File: config.mk
export PLATFORM = sky130hd
export DESIGN_NAME = ticks_speed_window
export DESIGN_NICKNAME = d
export VERILOG_FILES = /design/src/rtl/ticks_speed_window.sv
export SDC_FILE = /design/constraint.sdc
export NUM_CORES = 1
export LEC_CHECK = 0
export ABC_AREA = 1
export CORE_ASPECT_RATIO = 1.4
export CORE_MARGIN = 4
export CORE_UTILIZATION = 40
export CTS_BUF_LIST = sky130_fd_sc_hd__clkbuf_4
export DETAILED_ROUTE_END_ITERATION = 8
export GPL_TIMING_DRIVEN = 0
export PLACE_DENSITY_LB_ADDON = 0.2
export SLEW_MARGIN = 20
export SYNTH_ARGS = -nofsm -noshare
export SYNTH_HDL_FRONTEND = slang
export SYNTH_SLANG_ARGS = --single-unit
File: constraint.sdc
create_clock -name CLK -period 6.8 [get_ports CLK]
set_input_delay 1.36 -clock CLK [delete_from_list [all_inputs] [get_ports CLK]]
set_output_delay 1.36 -clock CLK [all_outputs]
set_load 0.01 [all_outputs]
File: src/rtl/ticks_speed_window.sv
// Encoder speed measurement: tick delta per fixed window, 4-window running sum and stall detection.
// State table:
//   IDLE  | measurement off, window counter parked at 0
//   PRIME | first window after enable; only captures the reference tick count
//   RUN   | every terminal count publishes a delta and strobes Speed_Valid
module ticks_speed_window #(
  parameter int unsigned WINDOW_CYCLES = 50000,  // must be >= 2 so strobes never touch
  parameter int unsigned STALL_WINDOWS = 4
) (
  input  logic        CLK,
  input  logic        RST_1,
  input  logic        Enable,
  input  logic [8:0]  Ticks,
  output logic [8:0]  Speed,
  output logic        Speed_Valid,
  output logic [10:0] Speed_Avg,
  output logic        Avg_Ready,
  output logic        Stall
);

  localparam int unsigned CW = (WINDOW_CYCLES > 1) ? $clog2(WINDOW_CYCLES) : 1;
  localparam logic [CW-1:0] TC = CW'(WINDOW_CYCLES - 1);
  localparam logic [3:0] STALL_N = 4'(STALL_WINDOWS);

  typedef enum logic [1:0] {
    IDLE  = 2'd0,
    PRIME = 2'd1,
    RUN   = 2'd2
  } state_t;

  state_t          state_q;
  logic [CW-1:0]   cnt_q;
  logic [8:0]      prev_q;
  logic [2:0][8:0] hist_q;   // three previous deltas; the fourth entry is the incoming one
  logic [1:0]      fill_q;
  logic [3:0]      zrun_q;
  logic [8:0]      speed_q;
  logic            valid_q;
  logic [10:0]     avg_q;
  logic            ready_q;
  logic            stall_q;

  logic            tc;
  logic [8:0]      delta_d;
  logic [10:0]     sum_d;
  logic [3:0]      zrun_d;

  always_comb begin
    tc      = (cnt_q == TC);
    delta_d = Ticks - prev_q;
    sum_d   = {2'b00, delta_d} + {2'b00, hist_q[0]} + {2'b00, hist_q[1]} + {2'b00, hist_q[2]};
    zrun_d  = (zrun_q >= STALL_N) ? zrun_q : zrun_q + 4'd1;
  end

  always_ff @(posedge CLK) begin
    if (RST_1) begin
      state_q <= IDLE;
      cnt_q   <= '0;
      prev_q  <= '0;
      hist_q  <= '0;
      fill_q  <= '0;
      zrun_q  <= '0;
      speed_q <= '0;
      valid_q <= 1'b0;
      avg_q   <= '0;
      ready_q <= 1'b0;
      stall_q <= 1'b0;
    end else begin
      valid_q <= 1'b0;
      case (state_q)
        IDLE: begin
          cnt_q <= '0;
          if (Enable) state_q <= PRIME;
        end
        PRIME, RUN: begin
          if (!Enable) begin
            // Disable wins over a coincident terminal count; Speed, Speed_Avg and Stall hold.
            state_q <= IDLE;
            cnt_q   <= '0;
            hist_q  <= '0;
            fill_q  <= '0;
            zrun_q  <= '0;
            ready_q <= 1'b0;
          end else if (tc) begin
            cnt_q  <= '0;
            prev_q <= Ticks;
            if (state_q == PRIME) begin
              state_q <= RUN;
            end else begin
              speed_q <= delta_d;
              valid_q <= 1'b1;
              hist_q  <= {hist_q[1:0], delta_d};
              avg_q   <= sum_d;
              fill_q  <= (fill_q == 2'd3) ? fill_q : fill_q + 2'd1;
              ready_q <= (fill_q == 2'd3);
              if (delta_d == 9'd0) begin
                zrun_q  <= zrun_d;
                stall_q <= stall_q | (zrun_d >= STALL_N);
              end else begin
                zrun_q  <= '0;
                stall_q <= 1'b0;
              end
            end
          end else begin
            cnt_q <= cnt_q + 1'b1;
          end
        end
        default: state_q <= IDLE;
      endcase
    end
  end

  assign Speed       = speed_q;
  assign Speed_Valid = valid_q;
  assign Speed_Avg   = avg_q;
  assign Avg_Ready   = ready_q;
  assign Stall       = stall_q;

endmodule

; ---- Word level (Yosys, flattened, before mapping)
; Cells that the tools add are included.
[totals]
reg_bits = 83
input_bits = 12
output_inout_bits = 23
wordCells = 72
[classes]
addsub = 7
order_cmp = 2
n_eq_ne = 10
muxes = 25
n_bitwise = 5
reduce_logical = 10
[ops]
columns = operator, count
row1 = $mux W27, 3
row2 = $mux W16, 2
row3 = $pmux W16 S2, 1
row4 = $mux W4, 5
row5 = $add A16 B1 Y16 const B, 1
row6 = $eq A16 B16 Y1 const B, 1
row7 = $mux W2, 8
row8 = $add A10 B9 Y11, 1
row9 = $add A11 B9 Y11, 1
row10 = $add A9 B9 Y10, 1
row11 = $logic_not A9 Y1, 1
row12 = $reduce_and A3 Y1, 3
row13 = $sub A9 B9 Y9, 1
row14 = $ge A4 B3 Y1 const B, 2
row15 = $reduce_and A4 Y1, 2
row16 = $ne A2 B2 Y1 const B, 3
row17 = $ne A3 B3 Y1 const B, 2
row18 = $mux W1, 5
row19 = $add A4 B1 Y4 const B, 1
row20 = $eq A2 B2 Y1 const B, 2
row21 = $not A1 Y1, 4
row22 = $pmux W2 S2, 1
row23 = $reduce_or A4 Y1, 1
row24 = $add A2 B1 Y2 const B, 1
row25 = 6 further kinds, 6

; ---- Depth between registers and ports, before layout
[logic_depth]
word_depth = 6
mapped_depth = 20
ltp_nobuf = 19

; ---- Worst setup path before layout
; OpenSTA, ideal clock, no wires.
[synth_timing]
path_type = input -> register
start = input port Ticks[0]
end = register avg_q[7], in the netlist Speed_Avg[7]
setup_ns = 0.074
t_arrival_ns = 4.131
setup_slack_ns = 2.595
path_stages = 14
cell_sequence = inv_1 -> ha_1 -> inv_1 -> fa_1 -> nand2_1 -> inv_1 -> nor2_1 -> inv_1 -> fa_1 -> fa_1 -> o21ai_0 -> a21oi_1 -> or2_2 -> a31oi_1
[synth_via]
elab_chain_cells = 4
[synth_rtl]
columns = item, line
row1 = from (decl), 13  ; input logic [8:0] Ticks,
row2 = $sub A9 B9 Y9, 50  ; delta_d = Ticks - prev_q;
row3 = $add A9 B9 Y10, 51  ; sum_d = {2'b00, delta_d} + {2'b00, hist_q[0]} + {2'b00, hist_q[1]} + {2'b00, hist_q[2]};
row4 = $add A10 B9 Y11, 51
row5 = $add A11 B9 Y11, 51
row6 = to (signal assigned), 93  ; avg_q <= sum_d;
row7 = to (decl), 39  ; logic [10:0] avg_q;
; No other way between the ends.
; A chain may end at the register's enable or synchronous reset.

; ---- Final worst setup path
; Same ends and word-level chain as after synthesis.

==> flow_summary.yaml <==
outcome:
  outcome: "completed"
grt:
  grt-ovfl-total: 0
  track_usage: 0.168
  antenna_found_initial: 1
  grt_pass1_vias: 3725
  grt_max_degree: 15
  grt_pass1_wl_mm: 17.7
logic_synthesis:
  syn_avg_cell_area_um2: 7.94
  synth_simple_gate_area_frac: 0.232
  yosysWarnings: 0
  synth-xor-area-share: 0.0234
  synth_top_family_by_area: "simple AND/OR/NAND/NOR gates"
  yosysUniqueCellTypes: 38
  syn_nets: 620
  yosys_register_bits: 83
  synth_adder_area_share: 0.152
  syn_inst: 565
  synth-compound-area-share: 0.120
  netlist_area_um2: 4490
  synth-seq-area-share: 0.370
  synthMuxAreaShare: 0.00251
placed_design:
  dp_hpwl_mm: 8.02
  placed_cell_area_um2: 5000
  port_buffers: 34
  globalplace.congestion: 0.830
worst_setup_path:
  startpoint_type: "input port"
  path_class: "input port to register"
  endpoint: "Speed_Avg[7]"
  r2r_end: "Speed_Avg[7]"
  ff2ff_path_depth: 13
  cp.arrival_ns: 4.96
  worst-path-max-fanout: 4
  end_kind: "register"
  r2r-start: "prev_q[0]"
  critPathRequiredTime_ns: 7.18
  reg2reg_slack_ns: 3.27
  crit_start: "Ticks[0]"
sta:
  max_freq_mhz: 219
  maxSlewViolCount: 0
  period_minus_slack_ns: 4.58
  tns_ns: 0
  hold_viol: 0
  grt_setup_unrepaired: "no"
  finalSetupViolations: 0
  timing.slew.headroom: 0.597
  period_share: 0.673
  tightest_slew_ns: 0.604
  finClkSkew_ns: 0.0211
detailed_routing:
  dr.first_iter.drc_count: 154
  route.detailed.drc: 0
  routed_wl_mm: 10.3
  dr.pass1.iters: 5
  drtAntennaViolNets: 0
  wl_per_cell_um: 13.6
  num_vias: 3771
  via_per_inst: 4.98
power_and_ir_drop:
  p_sw_mw: 0.236
  ir_drop_uv: 106
  p_int_mw: 0.632
  power_leakage_nw: 2.11
  combPwrFrac: 0.094
  p_clk_frac: 0.342
  p_sw_frac: 0.272
  p_per_area_nw_per_um2: 169
  power_frac_seq: 0.564
clocking:
  cts-buffers-inserted: 9
  cts_sinks: 83
  cts_tree: "yes"
  postCtsResizedCells: 0
  clk_path_buf_depth: 2
  cts_hold_buf: 0
  clkTransAtPathRegs_ns: 0.13
  clk_latency_ns: 0.45
  cts_setup_buffers: 0
  htree_levels: 3
  cts-root-buf: "clkbuf_4"
finish:
  final_cell_mix: "99 x nand2_1, 84 x inv_1, 83 x dfxtp_1"
  final_design_area_no_fill_um2: 5150
  drive_above_1_share: 0.0797
  final_common_cell: "nand2_1"
  nNetsFinal: 665
  area_growth_pct: 14.7
  fill_cells: 1110
die:
  initial_core_util: 0.411
  die_w_um: 97.5
  io_pins: 35
  die_h_um: 133
  dieArea_um2: 13000
  rows: 45
  coreArea_um2: 10900
job:
  drv_cap: 0
worst_hold_path:
  hold_path_class: "register to register"
[flip-flops by register name (all words and copies together) (netlist names)]
name / cells
fill_q: 2
state_q: 2
zrun_q: 4
cnt_q: 16
Speed: 9
prev_q: 9
Speed_Valid: 1
Speed_Avg: 11
Avg_Ready: 1
Stall: 1
hist_q: 27
[layer usage]
| layer | part of all wire | up-vias | GRT usage |
|---|---|---|---|
| met3 | 0.032 | 16 | 0.0320 |
| met4 | 0.016 | 0 | 0.0547 |
| met2 | 0.51 | 52 | 0.297 |
| met5 | 0 | - | 0 |
| met1 | 0.45 | 1769 | 0.204 |
| li1 | - | 1934 | - |
[critical path, cell delays in order]
cell and delay (ns):
clkdlybuf4s50_1 0.40, inv_1 0.09, ha_1 0.14, inv_1 0.08
fa_1 0.44, nand2_1 0.09, inv_1 0.03, nor2_1 0.22
inv_1 0.11, fa_1 0.53, fa_1 0.48, o21ai_0 0.41
a21oi_1 0.14, or2_2 0.29, a31oi_1 0.15
[cell families after synthesis]
group           count (synthesis)
simple gates                  224
buf+inv                       106
compound gates                 96
flops                          83
fa+ha+maj                      43
xor+xnor                       12
mux                             1
[cell usage after synthesis]
master | count | area share
o211ai_1 | 1 | 0.0017
inv_2 | 2 | 0.0017
a21oi_2 | 1 | 0.0020
nor3_2 | 2 | 0.0045
o31ai_1 | 8 | 0.013
fa_1 | 19 | 0.085
buf_12 | 1 | 0.0045
buf_2 | 8 | 0.0089
dfxtp_1 | 83 | 0.37
nand3_1 | 44 | 0.049
nand3_2 | 2 | 0.0045
nand2_1 | 99 | 0.083
nor4_4 | 1 | 0.0047
inv_1 | 84 | 0.070
mux2_2 | 1 | 0.0025
a22oi_1 | 8 | 0.013
ha_1 | 24 | 0.067
nor2_4 | 3 | 0.0075
or2_2 | 1 | 0.0014
a31oi_1 | 1 | 0.0014
xor2_1 | 7 | 0.014
a211oi_1 | 2 | 0.0033
o21bai_1 | 1 | 0.0017
clkbuf_1 | 6 | 0.0050
clkinv_1 | 1 | 0.00084
nand4_1 | 11 | 0.015
buf_6 | 3 | 0.0075
o21ai_0 | 38 | 0.042
nor3_1 | 9 | 0.010
nor2_2 | 5 | 0.0070
nand2_2 | 2 | 0.0028
xnor2_1 | 5 | 0.0098
buf_4 | 1 | 0.0017
nor2_1 | 41 | 0.034
a21o_1 | 1 | 0.0017
nand4_2 | 1 | 0.0028
a21oi_1 | 35 | 0.039
nand3b_1 | 3 | 0.0050
[final cells by class]
type | instances | area [um^2] | area share
Sequential cell | 83 | 1660 | 0.323
Inverter | 87 | 327 | 0.0635
Timing Repair Buffer | 34 | 340 | 0.0661
Multi-Input combinational cell | 376 | 2370 | 0.461
Tap cell | 141 | 176 | 0.0343
Buffer | 19 | 124 | 0.0241
Antenna cell | 1 | 2.50 | 0.000486
Clock buffer | 10 | 75.1 | 0.0146
Clock inverter | 6 | 65.1 | 0.0126
[per-stage QoR]
stage | util | std cells | hold slack [ns] | worst slack, ns | total power, mW
after CTS | 0.471 | 756 | 0.470 | 2.23 | 0.874
after global routing | 0.471 | 757 | 0.482 | 2.04 | 0.908
final | 0.471 | 757 | 0.466 | 2.22 | 0.868
after floorplan | - | 565 | 0.433 | 2.59 | 0.554
after detailed placement | 0.458 | 740 | 0.451 | 1.75 | 0.582
after global placement | 0.458 | 740 | 0.444 | 1.78 | 0.581
[worst min-delay path by stage]
stage | start | endpoint | slack [ns] | cells after the start
5_1_grt | prev_q[4] | prev_q[4] | 0.48 | 2
3_5_place_dp | prev_q[4] | prev_q[4] | 0.45 | 2
3_3_place_gp | prev_q[6] | prev_q[6] | 0.44 | 2
4_1_cts | prev_q[4] | prev_q[4] | 0.47 | 2
6_report | prev_q[4] | prev_q[4] | 0.47 | 2
2_1_floorplan | prev_q[2] | prev_q[2] | 0.43 | 2
[power by group through the flow]
stage	registers, mW	logic [mW]	clock network, mW
2_1_floorplan	0.499	0.0544	0
3_3_place_gp	0.500	0.0811	0
3_5_place_dp	0.500	0.0821	0
4_1_cts	0.489	0.0828	0.302
5_1_grt	0.489	0.0931	0.325
6_report	0.489	0.0818	0.297
No activity file was read; power rests on OpenSTA's default activity.
